### config.mk
export PLATFORM = sky130hd
export DESIGN_NAME = csync_decoder
export DESIGN_NICKNAME = d
export VERILOG_FILES = /design/src/rtl/csync_decoder.sv
export SDC_FILE = /design/constraint.sdc
export NUM_CORES = 1
export LEC_CHECK = 0
export CORE_ASPECT_RATIO = 1.1
export CORE_UTILIZATION = 45
export CTS_BUF_LIST = sky130_fd_sc_hd__clkbuf_8
export DETAILED_ROUTE_END_ITERATION = 7
export PLACE_DENSITY = 0.65
export SLEW_MARGIN = 20
export SYNTH_ARGS = -nofsm -noshare
export SYNTH_HDL_FRONTEND = slang
export SYNTH_SLANG_ARGS = --single-unit
### constraint.sdc
create_clock -name clock -period 3.9 [get_ports clock]
set_input_delay 0.975 -clock clock [delete_from_list [all_inputs] [get_ports clock]]
set_output_delay 0.975 -clock clock [all_outputs]
set_load 0.1 [all_outputs]
### src/rtl/csync_decoder.sv
// Composite-sync receiver: recovers a flywheel hsync, vsync, horizontal position
// and a lock flag from an active-low XOR composite sync, paced by the pixel ce.
module csync_decoder #(
  parameter int LINE  = 128,
  parameter int HW    = 10,
  parameter int VMIN  = 32,
  parameter int TOL   = 2,
  parameter int LOCKN = 4,
  parameter int CW    = 8
) (
  input  logic          clock,
  input  logic          reset,
  input  logic          ce,
  input  logic          csync,
  output logic          hsync,
  output logic          vsync,
  output logic [CW-1:0] hpos,
  output logic          locked
);

  localparam int            LW        = $clog2(LOCKN + 1);
  localparam logic [CW-1:0] RUN_MAX   = {CW{1'b1}};
  localparam logic [CW-1:0] HPOS_LAST = CW'(LINE - 1);
  localparam logic [CW-1:0] WIN_LO    = CW'(LINE - 1 - TOL);
  localparam logic [CW-1:0] WIN_HI    = CW'(TOL);
  localparam logic [CW-1:0] VRUN      = CW'(VMIN - 1);
  localparam logic [CW-1:0] HW_C      = CW'(HW);
  localparam logic [LW-1:0] LOCK_MAX  = LW'(LOCKN);

  logic          sync1;
  logic          c;
  logic          prev;
  logic [CW-1:0] run;
  logic [CW-1:0] run_n;
  logic [CW-1:0] hpos_n;
  logic [LW-1:0] lock_cnt;
  logic [LW-1:0] lock_n;
  logic          fall;
  logic          rise;
  logic          align;
  logic          in_win;
  logic          vsync_n;
  logic          locked_n;
  logic          hsync_n;

  // csync is asynchronous, so the synchroniser runs on every clock regardless of ce.
  always_ff @(posedge clock or posedge reset) begin
    if (reset) begin
      sync1 <= 1'b1;
      c     <= 1'b1;
    end else begin
      sync1 <= csync;
      c     <= sync1;
    end
  end

  always_comb begin
    fall     = prev & ~c;
    rise     = ~prev & c;
    in_win   = (hpos >= WIN_LO) || (hpos < WIN_HI);
    run_n    = (run == RUN_MAX) ? run : run + CW'(1);
    vsync_n  = vsync;
    hpos_n   = (hpos == HPOS_LAST) ? '0 : hpos + CW'(1);
    lock_n   = lock_cnt;
    align    = fall & ~vsync;

    if (fall | rise) begin
      run_n = CW'(1);
    end

    // Only an unbroken run of one level can reach VMIN, so short pulses of
    // either polarity never toggle vsync.
    if ((c == prev) && (run == VRUN)) begin
      vsync_n = ~c;
    end

    if (align) begin
      hpos_n = '0;
      if (in_win) begin
        lock_n = (lock_cnt == LOCK_MAX) ? lock_cnt : lock_cnt + LW'(1);
      end else begin
        lock_n = '0;
      end
    end

    locked_n = (lock_n == LOCK_MAX);
    hsync_n  = locked_n & (hpos_n < HW_C);
  end

  always_ff @(posedge clock or posedge reset) begin
    if (reset) begin
      prev     <= 1'b1;
      run      <= '0;
      vsync    <= 1'b0;
      hpos     <= '0;
      lock_cnt <= '0;
      locked   <= 1'b0;
      hsync    <= 1'b0;
    end else if (ce) begin
      prev     <= c;
      run      <= run_n;
      vsync    <= vsync_n;
      hpos     <= hpos_n;
      lock_cnt <= lock_n;
      locked   <= locked_n;
      hsync    <= hsync_n;
    end
  end

endmodule

==> flow_summary_export.csv, run 1 <==
group,metric,value,unit
pwr,total_power,0.884,mW
setup_path,cp_top_family,"buffers and inverters",
yosys,synth_cell_type_count,42,
sta,relSlewSlack,0.354,
pwr,power_switching,0.406,mW
detailed_routing,dr.first_iter.drc_count,66,
setup_path,worstPathMaxFanout,12,
yosys,synth_top_family_by_area,"simple AND/OR/NAND/NOR gates",
detailed_routing,avgRoutedWirePerCell,13.8,um
finish,final_common_cell,"dfrtp_1",
finish,syn2layout_area_growth,11.7,%
yosys,yosys.area_share.simple,0.215,
pwr,clkPwrFrac,0.167,
pwr,p_seq_frac,0.410,
die,core_area,3330,um2
yosys,synth_edf_count,0,
cts,clk_pin_slew,0.08,ns
sta,post-route-period-util,0.765,
sta,tns,0,ns
sta,finalMaxSlewViolations,0,
finish,fin_nets,197,
placement,placedInstanceArea,1710,um2
run_status,status,"finished, final reports clean",
global_routing,grt_pass1_wl,5620,um
placement,gp_congestion,0.814,
global_routing,first_global_vias,1236,
die,initial_utilization,0.472,
global_routing,grt.overflow.total,0,
sta,worstMarginPinSlew,0.965,ns
detailed_routing,drc,0,
die,ios,15,
yosys,netlist_instances,175,
die,placement_rows,22,
yosys,async_flop_share,1.00,
detailed_routing,via_count,1335,
setup_path,crit_path_cell_trace,"clkdlybuf4s50_1",
pwr,p_per_area,504,nW/um2
global_routing,met3_usage,0.0263,
pwr,ir_drop,0.247,mV
cts,clock_latency,0.26,ns
yosys,syn_area_per_cell,8.98,um2
cts,root_buffer,"clkbuf_8",
placement,hpwl,2350,um
yosys,synth_area,1570,um2
setup_path,crit_required,2.92,ns
cts,clk_path_buf_depth,2,
sta,rsz0062_at_grt,"false",
global_routing,met1_usage,0.254,
die,die_h,64.0,um
sta,setup_ws,0.916,ns
yosys,synth_fa_ha_area_frac,0.0557,
global_routing,grt_max_degree,26,
cts,cts_tree,"yes",
yosys,synth_compound_area_frac,0.211,
detailed_routing,wl,3220,um
cts,cts_buffers,3,
setup_path,max_stage_delay,1.20,ns
die,fp.dieW,58.3,um
global_routing,gr-usage-met2,0.322,
yosys,ys_seq_area_frac,0.400,
detailed_routing,viasPerCell,5.73,
sta,final-setup-viol-count,0,
die,die_area,3730,um2
detailed_routing,first_pass_iters,4,
run,max-cap-violations,0,
pwr,sw_frac_of_total,0.459,
finish,final_cell_mix,"dfrtp_1 (22), nand2_1 (19), o21ai_0 (17), nand3_1 (15), clkdlybuf4s50_1 (14)",
yosys,yosysWarnings,0,
setup_path,critPathSlowestCell,"clkdlybuf4s50_1",
finish,final_cell_area,1760,um2
global_routing,busiest_layer,"met2",
sta,finalClockSkew,0.00167,ns
cts,post_cts_buffers,0,
global_routing,grtUsageTotal,0.193,
placement,port_buffers,14,
cts,cts_resized,0,
setup_path,startpoint_type,"register",
sta,hold_viol,0,
placement,post-place-ws,1.16,ns
finish,drive_gt1_frac,0.0919,
setup_path,path_buf_inv,1,
setup_path,worstSetupPathType,"register to primary output",
cts,cts.sinks,25,
pwr,p_int,0.479,mW
yosys,synth-xor-area-share,0.0111,
sta,hold_slack,0.360,ns
cts,cts-htree-levels,1,
yosys,syn-num-nets,186,
setup_path,regToRegSetupSlack,1.67,ns
sta,timing.fmax,335,MHz
sta,fin_crit,2.98,ns
yosys,ys.flop_type,"dfrtp_1",
cts,hold_buffers,0,
global_routing,antenna_found_initial,0,
setup_path,endpoint_kind,"primary output",
worst_hold_path,hp-class,"register to register",
finish,diodes,0,
setup_path,cp_data_arrival_time,2.01,ns
yosys,muxShareOfSynthArea,0.0366,
pwr,power_leakage,0.712,nW
detailed_routing,ant_nets,0,
pwr,combPwrFrac,0.424,
yosys,synth_seq_cells,25,
through the flow:
| step | utilization | std cells |
|---|---|---|
| final | 0.527 | 233 |
| after global routing | 0.527 | 233 |
| after CTS | 0.527 | 233 |
| after detailed placement | 0.514 | 229 |
| after global placement | 0.514 | 229 |
| after floorplan | - | 175 |
layout make-up:
class / instances / area, um2
multi-input combinational: 130 / 832
fill: 317 / 1580
timing repair buffer: 15 / 148
clock inverter: 1 / 3.75
sequential: 25 / 629
tap: 48 / 60.1
inverter: 11 / 41.3
clock buffer: 3 / 41.3
synthesized netlist by cell type (2+ instances only):
master	n	area, um2
a31oi_1	2	12.5
o41ai_1	2	17.5
dfstp_2	3	78.8
nor2_1	9	33.8
dfrtp_1	22	551
nor2b_1	3	18.8
mux2_2	2	22.5
buf_4	3	22.5
inv_1	11	41.3
nand3_1	15	75.1
nand2_1	19	71.3
clkbuf_1	2	7.51
a21oi_1	9	45.0
or2_2	2	12.5
and2_1	3	18.8
nor4_1	2	12.5
xnor2_1	2	17.5
nand4_1	3	18.8
buf_6	3	33.8
mux2i_1	2	20.0
ha_1	7	87.6
nand2b_1	3	18.8
o31ai_1	9	67.6
o21ai_0	17	85.1
a21o_1	3	22.5
layer usage:
layer  vias to the layer above  share of wire
li1                        652              -
met5                         -              0
met4                         0          0.018
met3                         6          0.025
met2                        25           0.49
met1                       652           0.46
logic make-up (layout without fill, tap and decap cells):
group | Yosys count | in the layout
AO/OA/AOI/OAI | 50 | 50
XOR/XNOR | 2 | 2
adder cells (fa/ha/maj) | 7 | 7
buffers and inverters | 20 | 30
flip-flops | 25 | 25
multiplexers | 5 | 5
AND/OR/NAND/NOR | 66 | 66
sequential cells by signal, indices dropped and copies added, names as in the netlist:
name / count
prev: 1
run: 8
hsync: 1
locked: 1
hpos: 8
c: 1
lock_cnt: 3
sync1: 1
vsync: 1
power by group through the flow:
stage | sequential, mW | clock [mW] | combinational (mW)
detailed placement | 0.366 | 0 | 0.376
global route | 0.369 | 0.163 | 0.408
floorplan | 0.481 | 0 | 0.187
finish | 0.362 | 0.148 | 0.375
CTS | 0.361 | 0.154 | 0.376
global placement | 0.358 | 0 | 0.370
final timing paths:
kind / from / to / cells after the start
max: hpos[4]$_DFFE_PP0P_ / hpos[4] / 1
min: sync1$_DFF_PP1_ / c$_DFF_PP1_ / 0
max reg2reg: c$_DFF_PP1_ / run[5]$_DFFE_PP0P_ / 7
min reg2reg: sync1$_DFF_PP1_ / c$_DFF_PP1_ / 0
max in group asynchronous: reset / vsync$_DFFE_PP0P_ / 2
min in group asynchronous: reset / run[2]$_DFFE_PP0P_ / 2
Power figures use the tool's default switching activity.
==> run 2: changes to the inputs <==
--- a/config.mk
+++ b/config.mk
@@ -9,7 +9,7 @@
 export CORE_UTILIZATION = 45
 export CTS_BUF_LIST = sky130_fd_sc_hd__clkbuf_8
 export DETAILED_ROUTE_END_ITERATION = 7
-export PLACE_DENSITY = 0.65
+export PLACE_DENSITY = 0.68
 export SLEW_MARGIN = 20
 export SYNTH_ARGS = -nofsm -noshare
 export SYNTH_HDL_FRONTEND = slang
==> constraint.sdc (replaced) <==
create_clock -name clock -period 2.6 [get_ports clock]
set_input_delay 0.65 -clock clock [delete_from_list [all_inputs] [get_ports clock]]
set_output_delay 0.65 -clock clock [all_outputs]
set_load 0.1 [all_outputs]
==> run 2 against run 1 <==
- cell count rose by 1.3%
- cell area fell by 0.28%
- largest power group unchanged
- sequential share of layout area rose by 0.10 points
- critical path depth rose by 7
==> flow_summary_export.csv, run 2 (synthesis results as in run 1) <==
group,metric,value,unit
cts,root_buffer,"clkbuf_8",
cts,cts.sinks,25,
finish,syn2layout_area_growth,11.4,%
run_status,status,"finished, final reports clean",
die,placement_rows,22,
sta,setup_ws,0.649,ns
detailed_routing,wl,3170,um
detailed_routing,drc,0,
finish,final_common_cell,"dfrtp_1",
global_routing,grt.overflow.total,0,
sta,rsz0062_at_grt,"false",
cts,clk_path_buf_depth,2,
setup_path,worstSetupPathType,"register to register",
run,max-cap-violations,0,
detailed_routing,avgRoutedWirePerCell,13.4,um
global_routing,first_global_vias,1244,
setup_path,critPathSlowestCell,"dfstp_2",
finish,final_cell_mix,"dfrtp_1 (22), nand2_1 (19), o21ai_0 (17), nand3_1 (15), buf_4 (15)",
setup_path,max_stage_delay,0.56,ns
detailed_routing,ant_nets,0,
detailed_routing,viasPerCell,5.49,
finish,fin_nets,200,
placement,hpwl,2380,um
sta,tns,0,ns
sta,hold_viol,0,
die,die_h,64.0,um
die,die_area,3730,um2
global_routing,grtUsageTotal,0.189,
setup_path,cp_data_arrival_time,2.14,ns
sta,final-setup-viol-count,0,
cts,cts-htree-levels,1,
sta,post-route-period-util,0.750,
detailed_routing,via_count,1296,
cts,clock_latency,0.27,ns
sta,finalMaxSlewViolations,0,
setup_path,worstPathMaxFanout,8,
detailed_routing,dr.first_iter.drc_count,49,
sta,fin_crit,1.95,ns
die,core_area,3330,um2
sta,timing.fmax,513,MHz
cts,clk_pin_slew,0.09,ns
die,ios,15,
global_routing,antenna_found_initial,0,
setup_path,critPathMostFrequentCell,"inv_1",
pwr,p_per_area,754,nW/um2
placement,post-place-ws,0.542,ns
sta,relSlewSlack,0.670,
placement,port_buffers,14,
die,fp.dieW,58.3,um
global_routing,grt_pass1_wl,5400,um
finish,drive_gt1_frac,0.165,
global_routing,grt_max_degree,26,
pwr,power_leakage,0.749,nW
setup_path,endpoint_kind,"register",
cts,hold_buffers,0,
sta,finalClockSkew,0.00338,ns
cts,cts_resized,0,
worst_hold_path,hp-class,"register to register",
finish,top_regs,"hpos: 8 flops, run: 8 flops, lock_cnt: 3 flops",
detailed_routing,first_pass_iters,4,
cts,cts_tree,"yes",
pwr,ir_drop,0.366,mV
setup_path,crit_path_cell_trace,"inv_1 -> ha_1 -> inv_1 -> o31ai_1 -> buf_4 -> nor3_1 -> xnor2_1 -> a21oi_1",
cts,cts_buffers,3,
setup_path,startpoint_type,"register",
placement,gp_congestion,0.843,
sta,worstMarginPinSlew,0.494,ns
die,initial_utilization,0.472,
finish,diodes,0,
setup_path,crit_required,2.79,ns
cts,post_cts_buffers,0,
[run 2: cell count changes in the layout (fill, tap and decap cells not counted)]
| cell | before | now |
|---|---|---|
| buf_4 | 1 | 15 |
| clkdlybuf4s50_1 | 14 | 3 |
| clkinv_1 | 1 | 0 |
| inv_1 | 11 | 12 |
[run 2: through the flow]
step | hold slack, ns | cells | instance area [um2] | utilization | total power, mW
4_1_cts | 0.361 | 236 | 1750 | 0.526 | 1.33
6_report | 0.359 | 236 | 1750 | 0.526 | 1.32
3_3_place_gp | 0.347 | 232 | 1710 | 0.512 | 1.09
5_1_grt | 0.363 | 236 | 1750 | 0.526 | 1.40
3_5_place_dp | 0.347 | 232 | 1710 | 0.512 | 1.10
2_1_floorplan | 0.345 | 175 | 1570 | - | 1.00
[run 2: final timing paths]
path                            startpoint                  end  slack [ns]  depth (start not counted)
hold reg to reg            sync1$_DFF_PP1_          c$_DFF_PP1_        0.36                          0
setup / recovery               c$_DFF_PP1_   run[5]$_DFFE_PP0P_        0.65                          8
max in group asynchronous            reset     prev$_DFFE_PP1P_        1.58                          3
setup reg to reg               c$_DFF_PP1_   run[5]$_DFFE_PP0P_        0.65                          8
min in group asynchronous            reset  hpos[3]$_DFFE_PP0P_        0.72                          3
hold / removal             sync1$_DFF_PP1_          c$_DFF_PP1_        0.36                          0
[run 2: cell type report]
type	count	area, um2
multi-input combinational	130	832
fill	298	1580
clock inverter	1	3.75
clock buffer	3	41.3
tap	48	60.1
inverter	11	41.3
sequential	25	629
timing repair buffer	18	143
[run 2: where the power goes]
group	switching (mW)	internal (mW)	leakage (nW)
clock	0.122	0.106	0.0269
sequential	0.0954	0.445	0.325
combinational	0.392	0.161	0.397
[run 2: layer usage]
| layer | part of all wire | up-vias | track usage |
|---|---|---|---|
| met5 | 0 | - | 0 |
| li1 | - | 651 | - |
| met3 | 0.019 | 7 | 0.0283 |
| met1 | 0.44 | 623 | 0.226 |
| met2 | 0.52 | 15 | 0.332 |
| met4 | 0.019 | 0 | 0.0804 |
[run 2: critical path, delay by kind of cell, from the launching register on]
| family | cells | cell delay, ns |
|---|---|---|
| buf+inv | 3 | 0.34 |
| flops | 1 | 0.56 |
| simple gates | 1 | 0.05 |
| xor+xnor | 1 | 0.12 |
| fa+ha+maj | 1 | 0.41 |
| compound gates | 2 | 0.39 |
==> run 3: changes to the inputs <==
==> constraint.sdc (replaced) <==
create_clock -name clock -period 1.6 [get_ports clock]
set_input_delay 0.4 -clock clock [delete_from_list [all_inputs] [get_ports clock]]
set_output_delay 0.4 -clock clock [all_outputs]
set_load 0.1 [all_outputs]
==> run 3 against run 2 <==
- the run now ends with negative setup slack left
- cell area is 35% higher
- core utilization is 19 points higher
- clock skew is 0.0017 ns higher
- cell count is 14% higher
- power is 110% higher
- worst hold slack better by 0.0030 ns
- sequential power is 68% higher
- via count is 19% higher
- combinational power grew to 2.8 times the previous value
- setup slack worse by 0.79 ns
- non-clock buffer count is 33 higher
- wire length is 31% higher
==> flow_summary_export.csv, run 3 (synthesis results as in run 1) <==
group,metric,value,unit
run_status,failed_checks,"negative setup slack",
setup_path,worstSetupPathType,"register to register",
sta,setup_ws,-0.138,ns
pwr,total_power,2.83,mW
finish,top_regs,"hpos: 8 flops, run: 8 flops, lock_cnt: 3 flops",
sta,tns,-0.390,ns
detailed_routing,wl,4150,um
cts,cts_buffers,3,
die,placement_rows,22,
finish,fin_nets,233,
sta,post-route-period-util,1.09,
cts,hold_buffers,0,
detailed_routing,avgRoutedWirePerCell,15.4,um
run,max-cap-violations,0,
detailed_routing,via_count,1540,
detailed_routing,viasPerCell,5.72,
global_routing,first_global_vias,1638,
global_routing,grt_max_degree,26,
pwr,p_per_area,1200,nW/um2
cts,clk_path_buf_depth,2,
detailed_routing,first_pass_iters,6,
placement,dp.cells,260,
global_routing,grt_pass1_wl,6980,um
finish,drive_gt1_frac,0.462,
detailed_routing,drc,0,
placement,port_buffers,14,
cts,cts_tree,"yes",
global_routing,grtUsageTotal,0.238,
die,die_h,64.0,um
global_routing,antenna_found_initial,0,
cts,cts-htree-levels,1,
sta,final-setup-viol-count,7,
setup_path,crit_required,1.76,ns
finish,syn2layout_area_growth,50.8,%
cts,cts.sinks,25,
setup_path,endpoint_kind,"register",
setup_path,startpoint_type,"register",
finish,final_cells,269,
sta,finalMaxSlewViolations,0,
cts,root_buffer,"clkbuf_8",
finish,final_cell_mix,"buf_4 (29), nand2_1 (18), nand3_1 (14), dfrtp_1 (13), buf_12 (11)",
pwr,ir_drop,0.721,mV
run_status,status,"complete, but fails checks",
die,fp.dieW,58.3,um
sta,worstMarginPinSlew,0.332,ns
die,die_area,3730,um2
sta,fin_crit,1.74,ns
detailed_routing,ant_nets,0,
sta,hold_slack,0.362,ns
placement,hpwl,2880,um
global_routing,grt.overflow.total,0,
detailed_routing,dr.first_iter.drc_count,102,
die,core_area,3330,um2
die,ios,15,
setup_path,worstPathMaxFanout,5,
pwr,power_leakage,0.976,nW
die,initial_utilization,0.472,
sta,timing.fmax,575,MHz
finish,final_cell_area,2370,um2
sta,rsz0062_at_grt,"true",
sta,finalClockSkew,0.00512,ns
placement,placedInstanceArea,2130,um2
worst_hold_path,hp-class,"register to register",
cts,clk_pin_slew,0.10,ns
sta,relSlewSlack,0.777,
setup_path,cp_data_arrival_time,1.89,ns
cts,clock_latency,0.27,ns
sta,hold_viol,0,
finish,diodes,0,
finish,final_common_cell,"buf_4",
placement,gp_congestion,0.879,
## run 3: changes by cell type in the layout (fill, tap and decap cells not counted), sizes merged
cell	previous run	this run
buf	15	48
clkinv	0	1
inv	12	11
## run 3: critical path, stage by stage (launching register included)
cell,delay [ns]
dfrtp_4,0.54
ha_4,0.19
and3_4,0.15
mux2_4,0.25
a311o_1,0.28
nand4_1,0.12
o221ai_2,0.09
## run 3: per-stage QoR
step / worst slack, ns / utilization
global route: -0.230 / 0.711
CTS: -0.159 / 0.687
detailed placement: -0.178 / 0.641
global placement: -0.0862 / 0.641
finish: -0.138 / 0.711
floorplan: -0.334 / -
## run 3: layout make-up
| class | count | area (um2) |
|---|---|---|
| well taps | 48 | 60.1 |
| inverters | 11 | 46.3 |
| clock buffers | 3 | 41.3 |
| repair buffers | 51 | 558 |
| clock inverters | 1 | 5.00 |
| flip-flops and latches | 25 | 658 |
| fillers | 232 | 961 |
| multi-input cells | 130 | 1000 |
## run 3: routing by layer
metal / global-route usage / up-vias / share of wire
met3: 0.0304 / 14 / 0.024
met1: 0.270 / 764 / 0.38
met4: 0.122 / 0 / 0.029
met5: 0 / - / 0
li1: - / 724 / -
met2: 0.428 / 38 / 0.56
## run 3: worst paths after layout
kind / startpoint / to / slack [ns] / cells past startpoint
setup / recovery: hpos[0]$_DFFE_PP0P_ / hsync$_DFFE_PP0P_ / -0.14 / 6
hold / removal: sync1$_DFF_PP1_ / c$_DFF_PP1_ / 0.36 / 0
setup reg to reg: hpos[0]$_DFFE_PP0P_ / hsync$_DFFE_PP0P_ / -0.14 / 6
hold reg to reg: sync1$_DFF_PP1_ / c$_DFF_PP1_ / 0.36 / 0
max in group asynchronous: reset / prev$_DFFE_PP1P_ / 0.83 / 3
min in group asynchronous: reset / run[7]$_DFFE_PP0P_ / 0.48 / 3
## run 3: what timing repair did
action | 4_1_cts | 5_1_grt
pin swaps | 10 | 13
hold endpoints to repair | 0 | 0
resized for setup | 22 | 25
endpoints found under the setup margin | 7 | 19
buffers inserted | 3 | 2
## run 3: power by group
group | internal [mW] | switching (mW)
registers | 0.755 | 0.152
logic | 0.674 | 0.866
clock network | 0.174 | 0.213
